## src/rtl/apb_req_arbiter.sv

```systemverilog
// Round-robin front end that shares one four-slave APB bus between NUM_REQ requesters,
// with address decode, pready-stall timeout and decode-error completion.
module apb_req_arbiter #(
    parameter int         NUM_REQ   = 4,
    parameter int         TIMEOUT   = 16,
    parameter logic [2:0] PPROT_DEF = 3'b000
) (
    input  logic                  pclk,
    input  logic                  preset,
    input  logic [NUM_REQ-1:0]    req_valid,
    input  logic [32*NUM_REQ-1:0] req_addr,
    input  logic [NUM_REQ-1:0]    req_write,
    input  logic [32*NUM_REQ-1:0] req_wdata,
    input  logic [4*NUM_REQ-1:0]  req_strb,
    output logic [NUM_REQ-1:0]    req_done,
    output logic [31:0]           req_rdata,
    output logic                  req_err,
    output logic [3:0]            psel,
    output logic                  penable,
    output logic [31:0]           paddr,
    output logic                  pwrite,
    output logic [31:0]           pwdata,
    output logic [3:0]            pstrb,
    output logic [2:0]            pprot,
    input  logic [31:0]           prdata,
    input  logic                  pready,
    input  logic                  pslverr
);

    localparam int PW = (NUM_REQ > 1) ? $clog2(NUM_REQ) : 1;
    localparam int TW = (TIMEOUT > 1) ? $clog2(TIMEOUT + 1) : 1;

    localparam logic [1:0] S_IDLE   = 2'd0;
    localparam logic [1:0] S_SETUP  = 2'd1;
    localparam logic [1:0] S_ACCESS = 2'd2;
    localparam logic [1:0] S_DECERR = 2'd3;

    localparam logic [PW-1:0] LAST_REQ = PW'(NUM_REQ - 1);

    logic [31:0] w_addr  [NUM_REQ];
    logic [31:0] w_wdata [NUM_REQ];
    logic [3:0]  w_strb  [NUM_REQ];

    genvar gi;
    generate
        for (gi = 0; gi < NUM_REQ; gi++) begin : g_unpack
            assign w_addr[gi]  = req_addr[32*gi +: 32];
            assign w_wdata[gi] = req_wdata[32*gi +: 32];
            assign w_strb[gi]  = req_strb[4*gi +: 4];
        end
    endgenerate

    logic [1:0]         r_state;
    logic [PW-1:0]      r_ptr;
    logic [PW-1:0]      r_owner;
    logic [TW-1:0]      r_tcnt;
    logic [3:0]         r_sel;
    logic [31:0]        r_addr;
    logic               r_write;
    logic [31:0]        r_wdata;
    logic [3:0]         r_strb;
    logic [NUM_REQ-1:0] r_done;
    logic [31:0]        r_rdata;
    logic               r_err;

    logic [NUM_REQ-1:0] w_owner_oh;
    logic [NUM_REQ-1:0] w_mask;
    logic [NUM_REQ-1:0] w_cand;
    logic [PW-1:0]      w_scan_idx;
    logic [PW-1:0]      w_win;
    logic               w_found;
    logic [PW-1:0]      w_ptr_next;
    logic [31:0]        w_win_addr;
    logic               w_dec_err;
    logic               w_tmo;
    logic               w_complete;
    logic               w_arb;

    // The requester being completed (or whose done pulse is showing) still has
    // req_valid high, so it is excluded to avoid granting the same request twice.
    assign w_owner_oh = NUM_REQ'(1) << r_owner;
    assign w_mask     = (r_state == S_ACCESS) ? w_owner_oh : r_done;
    assign w_cand     = req_valid & ~w_mask;

    always_comb begin
        w_found    = 1'b0;
        w_win      = '0;
        w_scan_idx = '0;
        for (int k = NUM_REQ - 1; k >= 0; k--) begin
            w_scan_idx = PW'((int'(r_ptr) + k) % NUM_REQ);
            if (w_cand[w_scan_idx]) begin
                w_found = 1'b1;
                w_win   = w_scan_idx;
            end
        end
    end

    assign w_ptr_next = (w_win == LAST_REQ) ? '0 : w_win + 1'b1;
    assign w_win_addr = w_addr[w_win];
    assign w_dec_err  = |w_win_addr[31:14];

    generate
        if (TIMEOUT > 0) begin : g_tmo
            assign w_tmo = !pready && (r_tcnt == TW'(TIMEOUT - 1));
        end else begin : g_no_tmo
            assign w_tmo = 1'b0;
        end
    endgenerate

    assign w_complete = (r_state == S_ACCESS) && (pready || w_tmo);
    assign w_arb      = (r_state == S_IDLE) || w_complete;

    always_ff @(posedge pclk) begin
        if (preset) begin
            r_state <= S_IDLE;
            r_ptr   <= '0;
            r_owner <= '0;
            r_tcnt  <= '0;
            r_sel   <= '0;
            r_addr  <= '0;
            r_write <= 1'b0;
            r_wdata <= '0;
            r_strb  <= '0;
            r_done  <= '0;
            r_rdata <= '0;
            r_err   <= 1'b0;
        end else begin
            r_done  <= '0;
            r_rdata <= '0;
            r_err   <= 1'b0;
            case (r_state)
                S_SETUP: begin
                    r_state <= S_ACCESS;
                    r_tcnt  <= '0;
                end
                S_ACCESS: begin
                    if (w_complete) begin
                        r_done  <= w_owner_oh;
                        r_state <= S_IDLE;
                        if (pready) begin
                            r_err   <= pslverr;
                            r_rdata <= r_write ? 32'd0 : prdata;
                        end else begin
                            r_err <= 1'b1;
                        end
                    end else begin
                        r_tcnt <= r_tcnt + 1'b1;
                    end
                end
                S_DECERR: begin
                    r_done  <= w_owner_oh;
                    r_err   <= 1'b1;
                    r_state <= S_IDLE;
                end
                default: begin
                end
            endcase
            // A grant overrides the IDLE fall-back, giving back-to-back SETUP.
            if (w_arb && w_found) begin
                r_owner <= w_win;
                r_ptr   <= w_ptr_next;
                r_addr  <= w_win_addr;
                r_write <= req_write[w_win];
                r_wdata <= w_wdata[w_win];
                r_strb  <= req_write[w_win] ? w_strb[w_win] : 4'd0;
                r_sel   <= 4'b0001 << w_win_addr[13:12];
                r_state <= w_dec_err ? S_DECERR : S_SETUP;
            end
        end
    end

    assign psel      = ((r_state == S_SETUP) || (r_state == S_ACCESS)) ? r_sel : 4'd0;
    assign penable   = (r_state == S_ACCESS);
    assign paddr     = r_addr;
    assign pwrite    = r_write;
    assign pwdata    = r_wdata;
    assign pstrb     = r_strb;
    assign pprot     = PPROT_DEF;
    assign req_done  = r_done;
    assign req_rdata = r_rdata;
    assign req_err   = r_err;

endmodule

```

## config.mk

```make
export PLATFORM = sky130hd
export DESIGN_NAME = apb_req_arbiter
export DESIGN_NICKNAME = d
export VERILOG_FILES = /design/src/rtl/apb_req_arbiter.sv
export SDC_FILE = /design/constraint.sdc
export NUM_CORES = 1
export LEC_CHECK = 0
export CORE_AREA = 2 2 167 169
export CTS_BUF_LIST = sky130_fd_sc_hd__clkbuf_16
export DETAILED_ROUTE_END_ITERATION = 8
export DIE_AREA = 0 0 169 171
export SKIP_LAST_GASP = 1
export SYNTH_ARGS = -nofsm -noshare
export SYNTH_HDL_FRONTEND = slang
export SYNTH_SLANG_ARGS = --single-unit
```

## constraint.sdc

```tcl
create_clock -name pclk -period 3.3 [get_ports pclk]
set_input_delay 0.66 -clock pclk [delete_from_list [all_inputs] [get_ports pclk]]
set_output_delay 0.66 -clock pclk [all_outputs]
set_load 0.03 [all_outputs]
```

## Word-level counts from Yosys, hierarchy flattened

Index checks and enable logic that the tools add are counted.

- Register bits: 121
- Bits in latches: 0
- RAM bits: 0
- Bits in read-only memories: 0
- Input bits: 316
- Output and inout port bits: 114
- Logic and storage cells: 94
- Memories kept: 0

- Add/subtract/negate cells: 5
- Multiply operators: 0
- Divide/modulo/power cells: 0
- $lt $le $gt $ge: 6
- Equal/unequal tests: 7
- Shift operators: 2
- Mux-type cells: 42
- Bitwise logic cells: 6
- Reduce and logical (&&, ||, !) cells: 14

Operators with widths:

| kind | count |
|---|---|
| 32-bit binary-select mux with 2-bit select | 2 |
| 32-bit two-way mux | 4 |
| 4-bit two-way mux | 6 |
| 18-bit OR reduction | 1 |
| 2-bit two-way mux | 8 |
| 2-bit by 3-bit < comparator with 1-bit output, second input constant | 5 |
| 1-bit two-way mux | 11 |
| 1-bit binary-select mux with 2-bit select | 5 |
| 5-bit one-hot mux with 2 select lines | 1 |
| 4-bit binary-select mux with 2-bit select | 1 |
| 4-bit one-hot mux with 2 select lines | 1 |
| 1-bit by 2-bit << shifter with 4-bit output, first input constant | 2 |
| 2-bit == test, second input constant | 3 |
| 2-bit one-hot mux with 3 select lines | 1 |
| 5-bit by 1-bit adder with 5-bit output, second input constant | 1 |
| 5-bit by 4-bit == test with 1-bit output, second input constant | 1 |
| 5-bit two-way mux | 1 |
| 5-bit OR reduction | 1 |
| 2-bit by 1-bit adder with 2-bit output, second input constant | 2 |
| 2-bit adder, second input constant | 2 |
| 4-bit bitwise AND | 1 |
| 4-bit NOT | 1 |
| 2-bit AND reduction | 2 |
| 4-bit nonzero test | 1 |
| other kinds (12) | 18 |

## Longest topological paths before layout

- Depth after elaboration: 17
- Gate-level depth with buffers: 16
- Mapped depth without buffers: 11

## Worst setup path before layout

Ideal clock, no wire load.

- Kind: register to register
- Start: register r_state[0]
- End: register r_state[1]
- Setup time: 0.115 ns
- Arrival time: 3.191 ns
- Required time: 3.185 ns
- Setup slack: -0.005 ns
- Cell stages (with the launch flop): 14
- Buffers on the path: 3
- Clock period less this slack: 3.305 ns
- Cells stage by stage: dfxtp_1 inv_1 ha_1 or3b_4 and3_1 a211oi_1 o31a_1 buf_2 buf_4 buf_2 mux4_2 nor4_2 nand4_1 o21a_1

- Word-level cells in the longest chain between the ends: 17
- Elaborated cells on any way between the ends: 37
- Those cells by class: 4 x eq/ne; 23 x mux; 3 x bitwise; 7 x reduce/logical

RTL lines:

| element | line | source |
|---|---|---|
| start: declaration | 53 | `logic [1:0] r_state;` |
| start signal: assignment | 167 | `r_state <= w_dec_err ? S_DECERR : S_SETUP;` |
| 2-bit == test (*) | - |  |
| net penable | 19 | `output logic penable,` |
| 4-bit two-way mux | 82 | `assign w_mask = (r_state == S_ACCESS) ? w_owner_oh : r_done;` |
| 4-bit NOT | 83 | `assign w_cand = req_valid & ~w_mask;` |
| 4-bit bitwise AND | 83 |  |
| 1-bit binary-select mux with 2-bit select | 91 | `if (w_cand[w_scan_idx]) begin` |
| 1-bit two-way mux (implied by the code) | 91 |  |
| 2-bit two-way mux (4 in a row) | 91 |  |
| 2-bit NOT with 3-bit output (implied by the code) | 99 | `assign w_win_addr = w_addr[w_win];` |
| 32-bit binary-select mux with 2-bit select | 99 |  |
| 32-bit two-way mux (implied by the code) (2 in a row) | 99 |  |
| 18-bit OR reduction | 100 | `assign w_dec_err = \|w_win_addr[31:14];` |
| 2-bit two-way mux | 167 |  |
| 2-bit two-way mux | 159 | `if (w_arb && w_found) begin` |

Mark *: on every way through the listed nets, which the timed path passes. The rest lies on a longest branch. The select of a mux whose other input is x is not followed.
A chain may end at the register's enable or synchronous reset.

## Final worst setup path

- Start: register r_state[0]
- End: register r_state[1]

- Word-level cells in the longest chain between the ends: 17
- Elaborated cells on any way between the ends: 37
- Those cells by class: 4 x eq/ne; 23 x mux; 3 x bitwise; 7 x reduce/logical

RTL lines:

| element | line |
|---|---|
| 2-bit == test | 82, 110, 131 |
| 4-bit two-way mux | 82 |
| 4-bit NOT | 83 |
| 4-bit bitwise AND | 83 |
| 1-bit binary-select mux with 2-bit select | 91 |
| 1-bit two-way mux (implied by the code) | 91 |
| 2-bit two-way mux (4 in a row) | 91 |
| 2-bit NOT with 3-bit output (implied by the code) | 99 |
| 32-bit binary-select mux with 2-bit select | 99 |
| 32-bit two-way mux (implied by the code) (2 in a row) | 99 |
| 18-bit OR reduction | 100 |
| 2-bit two-way mux | 167 |
| 2-bit two-way mux | 159 |

Parallel ways exist; a longest one is shown, timed or not. The select of a mux whose other input is x is not followed.

==> flow_summary.ini <==
[place]
gp_congestion = 0.831
post_dp_cell_area_sq_mm = 0.0111
port_buffers = 426
dp_hpwl_microns = 21500

[power]
p_int_w = 0.00546
p_sw_frac = 0.458
p_leak_nw = 4.61
power.density_mw_per_mm2 = 851
p_sw_w = 0.00461
power_frac_comb = 0.598
power_frac_clock = 0.183
peakVddDrop_uv = 488
p_seq_frac = 0.220

[timing]
final_max_slew_viol_count = 0
relSlewSlack = 0.559
rsz0062_at_grt = false
worst_slew_pin_slew_ns = 0.662
hold-worst-slack_ns = 0.452
finalSetupViolCount = 0
final-hold-violation-count = 0
period_minus_slack_ns = 3.21
finalCritPeriodShare = 0.974
max_freq_mhz = 311
fin_skew_ns = 0.0109

[layout]
design_area_sq_mm = 0.0118
fin_nets = 1599
area_delta_synth_final_pct = 86.9
n_antenna_cell = 0
fill_cells = 2767
multi_input_area_sq_mm = 0.00369
final_common_cell = clkdlybuf4s50_1
final_cell_mix = clkdlybuf4s50_1 (425), nand2_1 (282), nand3_1 (135)
regArea_sq_mm = 0.00243
drive_gt1_frac = 0.0922

[die]
die_area_sq_mm = 0.0289
core_area_sq_mm = 0.0273
rows = 61
die_w_microns = 169
initial_utilization = 0.232
ioPinCount = 430
die_h_microns = 171

[worst_hold_path]
hold_end = r_sel[0]
worstHoldPathType = flip-flop to flip-flop
hold_depth = 2
hp-start = r_sel[0]

[grt]
grt_max_degree = 93
grt_pass1_wl_microns = 40600
grt_usage = 0.183
grt_pass1_vias = 7127
grt_antenna_before_repair = 1
overflow = 0

[synth]
synth.distinct_cells = 48
ys.flop_type = dfxtp_1
synth_cells = 856
synth_edf_count = 0
avgSynthCellArea_sq_um = 7.40
synthesis.area_sq_mm = 0.00634
ys_async_sr_fraction = 0
yosysWarnings = 0
ys_seq_area_frac = 0.382
ys_ff_latch = 121

[clock_network]
postCtsHoldBufs = 0
cts_buffer_depth = 2
cts_buffers = 17
cts-root-buf = clkbuf_16
clk_latency_ns = 0.42
cts_sinks = 121
cts_tree = built
htreeDepth = 4
clk_pin_slew_ns = 0.07

[detailed_routing]
finalWirelength_microns = 28300
drc = 0
drt-vias-per-instance = 4.56
detail-route-antenna-nets = 0
wire_per_inst_microns = 17.3
vias = 7466
drtPass1Iterations = 4
drt_iter0_markers = 328

[run]
maxCapViolations = 0

[worst_setup_path]
crit_path_end_kind = flip-flop
r2r_cells = 14
rr_startpoint = r_state[0]
worstPathMaxFanout = 8
reg2reg_to = r_state[1]
cp.arrival_ns = 3.53
regToRegSetupSlack_ns = 0.09
worstSetupStartpointType = flip-flop
path_class = flip-flop to flip-flop
crit_required_ns = 3.61

[status]
status = finished clean
what timing repair did:
item,4_1_cts,5_1_grt
cloned,0,1
setup endpoints to repair,1,2
setup buffers,3,3
gates resized for setup,4,16
pin swaps,2,9
Yosys cell counts, types with 5 or more instances:
| cell | n | area (sq um) |
|---|---|---|
| buf_2 | 8 | 40.0 |
| nand2_1 | 282 | 1060 |
| inv_1 | 6 | 22.5 |
| nor3_1 | 5 | 25.0 |
| a21oi_1 | 75 | 375 |
| mux2i_1 | 16 | 160 |
| nor2_1 | 21 | 78.8 |
| and2_1 | 37 | 231 |
| o21a_1 | 6 | 45.0 |
| clkbuf_1 | 45 | 169 |
| dfxtp_1 | 121 | 2420 |
| mux2_2 | 6 | 67.6 |
| mux4_2 | 13 | 293 |
| nand4_1 | 6 | 37.5 |
| ha_1 | 6 | 75.1 |
| buf_4 | 11 | 82.6 |
| nand3_1 | 136 | 681 |
cell families after synthesis:
group,share of synthesized area
fa+ha+maj,0.0118
buf+inv,0.0586
flops,0.382
mux,0.0904
compound gates,0.0954
xor+xnor,0.00138
simple gates,0.359
other cells,0.000592
power groups by stage:
| stage | combinational, W | sequential (W) | clock (W) |
|---|---|---|---|
| floorplan | 0.00280 | 0.00297 | 0 |
| finish | 0.00602 | 0.00222 | 0.00184 |
| global placement | 0.00585 | 0.00222 | 0 |
| global route | 0.00653 | 0.00227 | 0.00195 |
| CTS | 0.00599 | 0.00222 | 0.00189 |
| detailed placement | 0.00589 | 0.00224 | 0 |
registers in the layout, indices dropped and copies added (netlist names):
signal and flops:
r_owner 2, paddr 32, r_ptr 2, pwdata 32, req_err 1, r_tcnt 5, r_state 2, req_done 4
req_rdata 32, pstrb 4, pwrite 1, r_sel 4
metrics by stage:
step           power (W)  setup slack, ns  TNS [ns]   util  instances
6_report          0.0101           0.0855         0  0.433       1636
5_1_grt           0.0108          0.00327         0  0.433       1636
4_1_cts           0.0101          0.00277         0  0.429       1633
3_5_place_dp     0.00813           -0.379    -0.379  0.406       1598
3_3_place_gp     0.00807           -0.378    -0.378  0.406       1598
2_1_floorplan    0.00578            0.100         0      -        858
worst max-delay path by stage:
stage	slack, ns	start	endpoint	cells after the start
after global placement	-0.38	req_valid[3]	r_state[1]	10
final	0.09	r_state[0]	r_state[1]	14
after CTS	0.003	r_state[0]	r_state[1]	12
after floorplan	0.10	r_state[0]	r_state[1]	13
after detailed placement	-0.38	req_valid[3]	r_state[1]	10
after global routing	0.003	r_state[0]	r_state[1]	14
routing by layer:
metal	track usage	wire length, microns	vias up
li1	-	-	3732
met1	0.209	11200	3403
met2	0.334	14500	303
met3	0.0518	2060	28
met4	0.0539	513	0
met5	0	0	-
cell type report:
cell class	count	area share
clock inverter	15	0.0131
timing repair buffer	471	0.396
tap	346	0.0366
inverter	6	0.00211
sequential	121	0.205
clock buffer	17	0.0359
multi-input combinational	660	0.311
critical path, stage by stage (launching register included):
cell	delay, ns
dfxtp_4	0.35
inv_4	0.06
ha_4	0.13
buf_6	0.12
nand2b_4	0.11
and3_4	0.20
buf_6	0.10
nor2_1	0.05
a2111o_2	0.54
buf_12	0.18
buf_12	0.13
mux4_2	0.44
nor4_2	0.27
nand4_1	0.21
o21a_1	0.23
(Power assumes the default switching activity.)
